$ cat config.mk
export PLATFORM = sky130hd
export DESIGN_NAME = dmem_request_ctrl
export DESIGN_NICKNAME = d
export VERILOG_FILES = /design/src/rtl/dmem_request_ctrl.sv
export SDC_FILE = /design/constraint.sdc
export NUM_CORES = 1
export LEC_CHECK = 0
export BUFFER_PORTS_ARGS = -buffer_cell sky130_fd_sc_hd__buf_2
export CAP_MARGIN = 20
export CORE_MARGIN = 8
export CORE_UTILIZATION = 30
export CTS_BUF_LIST = sky130_fd_sc_hd__clkbuf_4 sky130_fd_sc_hd__clkbuf_8
export DETAILED_ROUTE_END_ITERATION = 10
export GPL_TIMING_DRIVEN = 0
export PLACE_DENSITY = 0.58
export SLEW_MARGIN = 0
export SYNTH_ARGS = -nofsm -noshare
export SYNTH_HDL_FRONTEND = slang
export SYNTH_SLANG_ARGS = --single-unit
$ cat constraint.sdc
create_clock -name CLK -period 2.2 [get_ports CLK]
set_input_delay 0.44 -clock CLK [delete_from_list [all_inputs] [get_ports CLK]]
set_output_delay 0.44 -clock CLK [all_outputs]
set_load 0.005 [all_outputs]
$ cat src/rtl/dmem_request_ctrl.sv
// Data/instruction memory request controller: issues registered data requests and holds them until dhit.
// Optional per-type request and stall counters: define REQ_STATS_EN.
module dmem_request_ctrl #(
    parameter int WORD_W   = 32,
    parameter int WAIT_W   = 8,
    parameter int MAX_WAIT = 255
) (
    input  logic              CLK,
    input  logic              nRST,
    input  logic              ihit,
    input  logic              dhit,
    input  logic              memRead,
    input  logic              memWr,
    input  logic              halt,
    input  logic [WORD_W-1:0] daddr_in,
    input  logic [WORD_W-1:0] dstore_in,
    output logic              imemREN,
    output logic              dmemREN,
    output logic              dmemWEN,
    output logic [WORD_W-1:0] dmemaddr,
    output logic [WORD_W-1:0] dmemstore,
    output logic              pc_en,
    output logic              busy,
    output logic              timeout_err,
    output logic              halted
`ifdef REQ_STATS_EN
    ,
    output logic [31:0]       rd_count,
    output logic [31:0]       wr_count,
    output logic [31:0]       stall_cycles
`endif
);

    typedef enum logic [1:0] {
        IDLE   = 2'd0,
        REQ    = 2'd1,
        HALTED = 2'd2
    } state_t;

    localparam logic [WAIT_W-1:0] MAXW = WAIT_W'(MAX_WAIT);

    state_t            state;
    logic [WAIT_W-1:0] wait_cnt;
    logic              memop;
    logic              issue;
    logic              stall;

    assign memop  = memRead | memWr;
    assign issue  = (state == IDLE) & ihit & memop;
    assign stall  = (state == REQ) & ~dhit;
    assign busy   = (state == REQ);
    assign halted = (state == HALTED);
    assign pc_en  = ((state == IDLE) & ihit & ~memop & ~halt)
                  | ((state == REQ) & dhit);

    always_ff @(posedge CLK or negedge nRST) begin
        if (!nRST) begin
            state       <= IDLE;
            imemREN     <= 1'b1;
            dmemREN     <= 1'b0;
            dmemWEN     <= 1'b0;
            dmemaddr    <= '0;
            dmemstore   <= '0;
            wait_cnt    <= '0;
            timeout_err <= 1'b0;
        end else begin
            unique case (state)
                IDLE: begin
                    if (ihit && memop) begin
                        state     <= REQ;
                        dmemaddr  <= daddr_in;
                        dmemstore <= dstore_in;
                        dmemWEN   <= memWr;
                        dmemREN   <= memRead & ~memWr;
                    end else if (ihit && halt) begin
                        state   <= HALTED;
                        imemREN <= 1'b0;
                    end
                end
                REQ: begin
                    if (dhit) begin
                        dmemREN  <= 1'b0;
                        dmemWEN  <= 1'b0;
                        wait_cnt <= '0;
                        if (halt) begin
                            state   <= HALTED;
                            imemREN <= 1'b0;
                        end else begin
                            state <= IDLE;
                        end
                    end else begin
                        // counter saturates; timeout flags on the cycle it hits MAX_WAIT
                        if (wait_cnt != MAXW)
                            wait_cnt <= wait_cnt + 1'b1;
                        if (wait_cnt == MAXW - 1'b1 || wait_cnt == MAXW)
                            timeout_err <= 1'b1;
                    end
                end
                HALTED: begin
                    imemREN <= 1'b0;
                    dmemREN <= 1'b0;
                    dmemWEN <= 1'b0;
                end
                default: state <= IDLE;
            endcase
        end
    end

`ifdef REQ_STATS_EN
    always_ff @(posedge CLK or negedge nRST) begin
        if (!nRST) begin
            rd_count     <= '0;
            wr_count     <= '0;
            stall_cycles <= '0;
        end else begin
            if (issue && memWr)
                wr_count <= wr_count + 32'd1;
            if (issue && !memWr)
                rd_count <= rd_count + 32'd1;
            if (stall)
                stall_cycles <= stall_cycles + 32'd1;
        end
    end
`else
    logic unused_stats;
    assign unused_stats = issue ^ stall;
`endif

endmodule

======== Yosys cells after proc, flatten, opt, wreduce, memory -nomap -nowiden ========
Index checks and enable logic that the tools add are counted.
word-level totals
  register bits ........................... 78
  bits of input ports ..................... 71
  output and inout bits ................... 71
  word-level logic and storage cells ...... 61
operators by class
  $add $sub $neg .......................... 1
  equality and inequality tests ........... 11
  muxes and demuxes ....................... 17
  bitwise gates (word level) .............. 12
  reductions and logical operators ........ 12
operators with widths
  cell                 count
  $eq 8x8->1 const B   2
  $mux 8               2
  $pmux 1 s3           3
  $reduce_and 3->1     3
  $add 8x1->8 const B  1
  $mux 2               4
  $ne 8x8->1 const B   1
  $mux 1               7
  $ne 2x2->1 const B   3
  $pmux 2 s3           1
  $and 1x1->1          5
  $not 1->1            5
  $reduce_and 5->1     1
  $ne 2x1->1 const B   2
  $reduce_and 2->1     2
  $ne 3x1->1 const B   1
  $reduce_bool 3->1    1
  $eq 2x1->1 const B   1
  $eq 2x2->1 const B   1
  $logic_and 1x1->1    2
  $logic_not 2->1      1
  $or 1x1->1           2
  $reduce_bool 2->1    1
  $logic_or 1x1->1     1

======== Longest topological paths before layout ========
Gate-level depths: netlist (run 1).
  depth after elaboration ................. 5
  depth in mapped cells ................... 6
  gate-level depth less buffers ........... 5

======== Worst setup path after synthesis (run 1) ========
No wires, ideal clock.
  path type ............................... reg-to-output
  from .................................... reg state[1]
  to ...................................... out pc_en
  arrival time ............................ 1,220 ps
  data required time ...................... 1,760 ps
  path slack .............................. 540 ps
  cell stages (with the launch flop) ...... 6
  path buffers ............................ 1
  cells stage by stage .................... dfrtp_1 > inv_1 > ha_1 > clkbuf_1 > nand2_1 > o41ai_1
on the way
  elaborated cells on any way between the ends .. 7
  those cells by class .................... eq/ne (1); bitwise (5); reduce/logical (1)
RTL lines
  what                    RTL line  source
  start, declared         42        state_t state;
  start signal, assigned  58        state <= IDLE;
  start signal, assigned  70        state <= REQ;
  start signal, assigned  76        state <= HALTED;
  $eq 2x1->1              --
  via busy                23        output logic busy,
  $and 1x1->1             54        | ((state == REQ) & dhit);
  $or 1x1->1              54
  end, declared           22        output logic pc_en,
The timed path passes the listed nets, and every way through them passes these cells.

======== Final worst setup path (run 1) ========
  from .................................... reg state[0]
  to ...................................... out pc_en
on the way
  word-level cells in the longest chain between the ends .. 5
  elaborated cells on any way between the ends .. 7
  those cells by class .................... eq/ne (1); bitwise (5); reduce/logical (1)
ends and longest elaborated chain
  what                      RTL line  source
  $logic_not 2->1           53        assign pc_en = ((state == IDLE) & ihit & ~memop & ~halt)
  $and 1x1->1 (3 in a row)  53
  $or 1x1->1 *              54
Every way passes the cells marked *; elsewhere a longest branch is shown, timed or not.

==> metrics, run 1 <==
Post-synth EDFFs=0; initial antenna violation count=0; Buffers on Ports=141; synthesis warning total=0; ANT nets after route=0; area fraction in compound gates after synthesis=7.71%; H-tree depth=3; root buf cell=clkbuf_8; flop2flop setup slack=0.51 ns; drt drc=0; status=completed; critical path startpoint=state[0]; DRT iter0 DRCs=89; drt pass-1 iters=4; vias in the first global route=2,605; Crit path required time=1.76 ns; IO Pins=142; Seq/Total Area, Yosys=55.7%; Syn Nets=308; final setup margin=0.100 ns; combinational family with the most area after synthesis=multiplexers; Int Power=4.24 mW; Final period util=95.4%; largest net degree at the start of global routing=48; crit end category=primary output; post-synthesis mux area share=25.8%; die footprint=15,400 sq um; Setup CP Type=reg2out; Critical Path, Cell by Cell=buf_4 > ha_4 > clkbuf_4 > nand2_2 > o41ai_2 > buf_2; max_cap viols=0; Worst path slowest cell=dfrtp_1; Core Util, Final=41.0%; worst-case reg-to-reg path depth=6; dpl ws=0.0345 ns; switching share of power=31.3%; post-synth design cell area=3510 sq um; per-cell routed wire length=16.2 um; worst skew pair latency=0.36 ns; std cell rows=39; fraction of power consumed by the clock network=17.9%; share of layout cells above drive strength 1=63.9%; number of fill cells=1,116; final clock skew=0.00437 ns; Tightest Pin Transition=0.479 ns; height of the die=124 um; post-synthesis xor/xnor area fraction=0%; post-route cell area=4690 sq um; GPL Wtd Cong=0.823; Clock Pin Slew Worst Setup and Hold Paths=0.08 ns; Post-Synthesis Cells=231; critical-path maximum fanout=10; Psw=1.93 mW; GR Util All Layers=11.3%; Fmax=0.476 GHz; Yosys top cell area share=54.9%; Seq pwr share=40.2%; antenna cells=0; top cells by area, synth=dfrtp_1 (55%), mux2_4 (21%), mux2_2 (4.8%); Vias/cell=4.60; starting density of the core=30.7%; Yosys reg bits=78; VDD IR max=0.000653 V; Avg Cell Area, Syn=15.2 sq um; global-route wire length before repair=13,400 um; worst r2r src=state[1]; Leak=2.40 nW; Comb power frac=41.9%; slew margin rel.=67.7%; Critical Path End=pc_en; final setup fails=0; TritonCTS clock tree=done; area added between synthesis and finish=33.6%; Die Width=124 um; Hold WC Path Type=in2async; largest area contributor in the netlist=dfrtp_1; dominant synthesized flop cell=dfrtp_1; placed instance area=4420 sq um; WL final=8710 um; gr ovfl total=0; Synth cell types=44; Power Density=1310 nW/um^2; DP HPWL=6430 um; Async SR Flop Fraction=100%; Vias=2,467; number of CTS-inserted buffers=9; CTS Sinks=78; Final Slew Violations=0; Final Hold Fails=0; simple-gate area share of the yosys netlist=5.46%; Tmin final=2.10 ns; slowest cell delay on critical path=0.42 ns; nets@finish=465; Floorplan Core Area=11,400 sq um; worst r2r dst=state[0]; CP arrival=1.66 ns; Startpoint Class=flip-flop; Synth Area in Adders=2.14%; Clock Path Buffers=2
==> cell families after synthesis <==
group | count (synthesis)
multiplexers | 64
adder cells (fa/ha/maj) | 6
buffers and inverters | 16
AO/OA/AOI/OAI | 32
flip-flops | 78
AND/OR/NAND/NOR | 35
==> power by group through the flow <==
stage	combinational (mW)	clock (mW)	sequential, mW
finish	2.58	1.10	2.48
global route	2.83	1.22	2.57
CTS	2.61	1.17	2.48
detailed placement	2.55	0	2.49
global placement	2.52	0	2.46
floorplan	1.45	0	2.54
==> repair_timing <==
| action | in CTS | in global routing |
|---|---|---|
| hold buffers | 0 | 0 |
| endpoints found under the setup margin | 1 | 1 |
| setup buffers | 2 | 2 |
| resized for setup | 7 | 3 |
==> layer usage <==
metal	wire length [um]	global-route usage (%)	vias to the layer above
li1	-	-	1156
met1	3680	13.5	1218
met2	4180	18.3	86
met3	767	4.85	7
met4	85	3.12	0
met5	0	0	-
==> state kept, by name, summed over array words and instances (netlist names) <==
signal       count
dmemREN          1
dmemstore       32
wait_cnt         8
timeout_err      1
dmemaddr        32
imemREN          1
state            2
dmemWEN          1
==> worst max-delay path: cells and delay by family (launching register included) <==
kind                     cells  cell delay, ns
AO/OA/AOI/OAI                1            0.08
flip-flops                   1            0.42
AND/OR/NAND/NOR              1            0.14
buffers and inverters        3            0.48
adder cells (fa/ha/maj)      1            0.18
==> worst min path at each step <==
| stage | startpoint | endpoint |
|---|---|---|
| finish | nRST | dmemstore[18] |
| floorplan | nRST | dmemREN |
| detailed placement | nRST | dmemstore[18] |
| global route | nRST | wait_cnt[0] |
| global placement | timeout_err | timeout_err |
| CTS | nRST | wait_cnt[0] |
==> final cells by class <==
class                      instances  area [sq um]  area share, %
sequential                        78          1950           41.7
clock inverter                     6          71.3           1.52
timing repair buffer             146           766           16.3
clock buffer                      10           131           2.80
buffer                            11           101           2.16
multi-input combinational        137          1470           31.3
inverter                           5          18.8          0.400
tap                              143           179           3.82
==> layout by cell type, fill, tap and decap left out, types with 3 or more instances in the layout <==
cell type  netlist  routed
buf_2            2     142
nand4_1          3       3
nand2_1          9       8
mux2_2          15      15
buf_4            1       5
inv_1            5       3
clkbuf_8         0       9
dfrtp_1         77      77
nand2b_1         4       4
a21oi_1          5       5
ha_1             6       4
nor2_1           3       3
mux2_4          49      49
nand3_1          4       4
o21ai_0          4       4
and3_1           3       3
buf_6            6       7
==> stage by stage <==
stage	power (mW)	hold WS [ns]	setup TNS (ns)	std cells
floorplan	3.99	0.144	0	231
global placement	4.98	0.458	0	515
detailed placement	5.05	0.419	0	516
CTS	6.26	0.0101	0	534
global route	6.62	0.0273	-0.0218	536
finish	6.16	0.0283	0	536
==> cells in the mapped netlist, drive strengths merged (2+ instances only) <==
cell,number
dfrtp,77
mux2,64
buf,9
nand2,9
ha,6
a21oi,5
inv,5
nand2b,4
nand3,4
o21ai,4
and3,3
nand4,3
nor2,3
o211ai,3
a2111oi,2
a211oi,2
a311oi,2
clkbuf,2
nor3,2
nor4,2
o21bai,2
Power figures use the tool's default switching activity.
==> run 2, diff against run 1 <==
- CORE_MARGIN: 8 -> 5
- GPL_TIMING_DRIVEN: 0 -> unset
==> run 2 against run 1 <==
Net effect:
- sequential cell count did not move
- via count grew 0.65%
- final area shrank 1.3%
- clock skew up 0.0018 ns
- combinational power down 3%
- global-route usage up 0.26 points
- first-iteration DRC count increased by 100%
- clock power is essentially flat
- total power is 0.75% lower
- critical endpoint unchanged
- largest power group is now registers
==> metrics, run 2 (synthesized netlist as in run 1, its figures left out) <==
status=completed; IO Pins=142 (unchanged); GR Util All Layers=11.6% (+0.26 points); commonest non-fill, non-tap cell in the layout=buf_2; Final Hold Fails=0 (unchanged); TritonCTS clock tree=done; WL final=8230 um (-5.5%); CP arrival=1.63 ns (-0.03 ns); drt drc=0 (unchanged); Final period util=94.3% (-1.2 points); Critical Path, Cell by Cell=inv_1 > ha_2 > nand2_1 > o41ai_1 > buf_2; drt pass-1 iters=4 (unchanged); Power Density=1320 nW/um^2 (+0.51%); Buf+Inv Stages, Crit Path=2 (-1); VDD IR max=0.000640 V (-1.9%); Tightest Pin Transition=0.491 ns (+0.0125 ns); gr ovfl total=0 (unchanged); die footprint=14,000 sq um (-9.4%); initial antenna violation count=0 (unchanged); Worst path slowest cell=dfrtp_1; slowest cell delay on critical path=0.43 ns (about the same); starting density of the core=30.7% (unchanged); DRT iter0 DRCs=178 (+100%); Tmin final=2.07 ns (-0.0256 ns); nets@finish=457 (-1.7%); number of CTS-inserted buffers=9 (unchanged); vias in the first global route=2,588 (-0.65%); number of fill cells=1,092 (-2.2%); Vias/cell=4.70 (+2.2%); share of layout cells above drive strength 1=61.8% (-2.0 points); biggest regs=dmemaddr x32, dmemstore x32, wait_cnt x8; largest net degree at the start of global routing=42 (-13%); height of the die=118 um (-4.8%); slew margin rel.=66.9% (-0.84 points); final cell count without fillers=528 (-1.5%); max_cap viols=0 (unchanged); Floorplan Core Area=11,400 sq um (unchanged); ANT nets after route=0 (unchanged); GPL Wtd Cong=0.750 (-8.9%); worst skew pair latency=0.37 ns (about the same); RSZ-0062 raised after global routing=no; area added between synthesis and finish=32.0%; antenna cells=0 (unchanged); Crit path required time=1.76 ns (about the same); switching share of power=30.9% (-0.36 points); Vias=2,483 (+0.65%); global-route wire length before repair=13,000 um (-3.0%); Final Slew Violations=0 (unchanged); final setup fails=0 (unchanged); DP HPWL=5910 um (-8.0%); H-tree depth=3 (unchanged); Top delay family on crit path=flip-flops; total power=6.12 mW (-0.75%); Setup CP Type=reg2out; crit end category=primary output; Int Power=4.23 mW (-0.24%); Clock Path Buffers=2 (unchanged); Fmax=0.482 GHz (+1.2%); Fin Hold WS=0.296 ns (+0.268 ns); CTS Sinks=78 (unchanged); setup tns final=0 ns (unchanged); Clock Pin Slew Worst Setup and Hold Paths=0.08 ns (about the same); fraction of power consumed by the clock network=18.2% (+0.3 points); Buffers on Ports=141 (unchanged); Hold WC Path Type=in2reg; Leak=2.36 nW (-1.7%); Comb power frac=40.9% (-1.0 points); final clock skew=0.00613 ns (+0.00176 ns); root buf cell=clkbuf_8; Die Width=118 um (-4.8%); Cells after DPL=509 (-1.4%); Seq pwr share=40.9% (+0.7 points); critical-path maximum fanout=10 (unchanged); Psw=1.89 mW (-1.9%); std cell rows=39 (unchanged); Startpoint Class=flip-flop; per-cell routed wire length=15.6 um (-4.1%); most frequent cells in the layout=buf_2 (140), dfrtp_1 (77), mux2_4 (49)
## run 2: layout make-up
cell class	instances	area, sq um	area share, %
flip-flops and latches	78	1950	42.2
multi-input cells	137	1470	31.7
repair buffers	149	808	17.5
well taps	143	179	3.87
clock buffers	11	145	3.14
clock inverters	5	58.8	1.27
inverters	5	18.8	0.406
## run 2: layer usage
| layer | GRT usage (%) | wire [um] | vias to the layer above | part of all wire [%] |
|---|---|---|---|---|
| li1 | - | - | 1137 | - |
| met5 | 0 | 0 | - | 0 |
| met4 | 3.66 | 61 | 0 | 0.74 |
| met1 | 13.6 | 3450 | 1240 | 42 |
| met2 | 18.8 | 4100 | 96 | 50 |
| met3 | 5.43 | 623 | 10 | 7.6 |
## run 2: final timing paths
path                                    from      endpoint  slack, ns  depth (start not counted)
worst max register to register      state[1]       dmemREN       0.37                          5
worst max-delay path                state[1]         pc_en       0.13                          5
max in group asynchronous               nRST  dmemstore[5]       1.16                          3
worst min register to register   timeout_err   timeout_err       0.48                          1
worst min-delay path            daddr_in[11]  dmemaddr[11]       0.30                          2
min in group asynchronous               nRST  dmemstore[3]       0.46                          2
## run 2: power by group through the flow
stage	clock network [mW]	logic (mW)	registers (mW)
6_report	1.11	2.50	2.50
5_1_grt	1.23	2.71	2.59
4_1_cts	1.17	2.50	2.50
3_5_place_dp	0	2.48	2.52
3_3_place_gp	0	2.45	2.49
2_1_floorplan	0	1.45	2.54
## run 2: metrics by stage
step / cell area [sq um] / util [%] / setup slack, ns
after floorplan: 3510 / - / 0.540
after global placement: 4380 / 38.4 / 0.365
after detailed placement: 4380 / 38.4 / 0.373
after CTS: 4600 / 40.3 / 0.0499
after global routing: 4630 / 40.5 / 0.0111
final: 4630 / 40.5 / 0.126
## run 2: timing repair
| item | CTS | global route |
|---|---|---|
| hold buffers | 1 | 0 |
| buffers inserted | 0 | 2 |
| cloned | 0 | 0 |
| endpoints found under the setup margin | 1 | 1 |
| resized for setup | 1 | 2 |
| pin swaps | 0 | 1 |
| hold endpoints to repair | 13 | 0 |
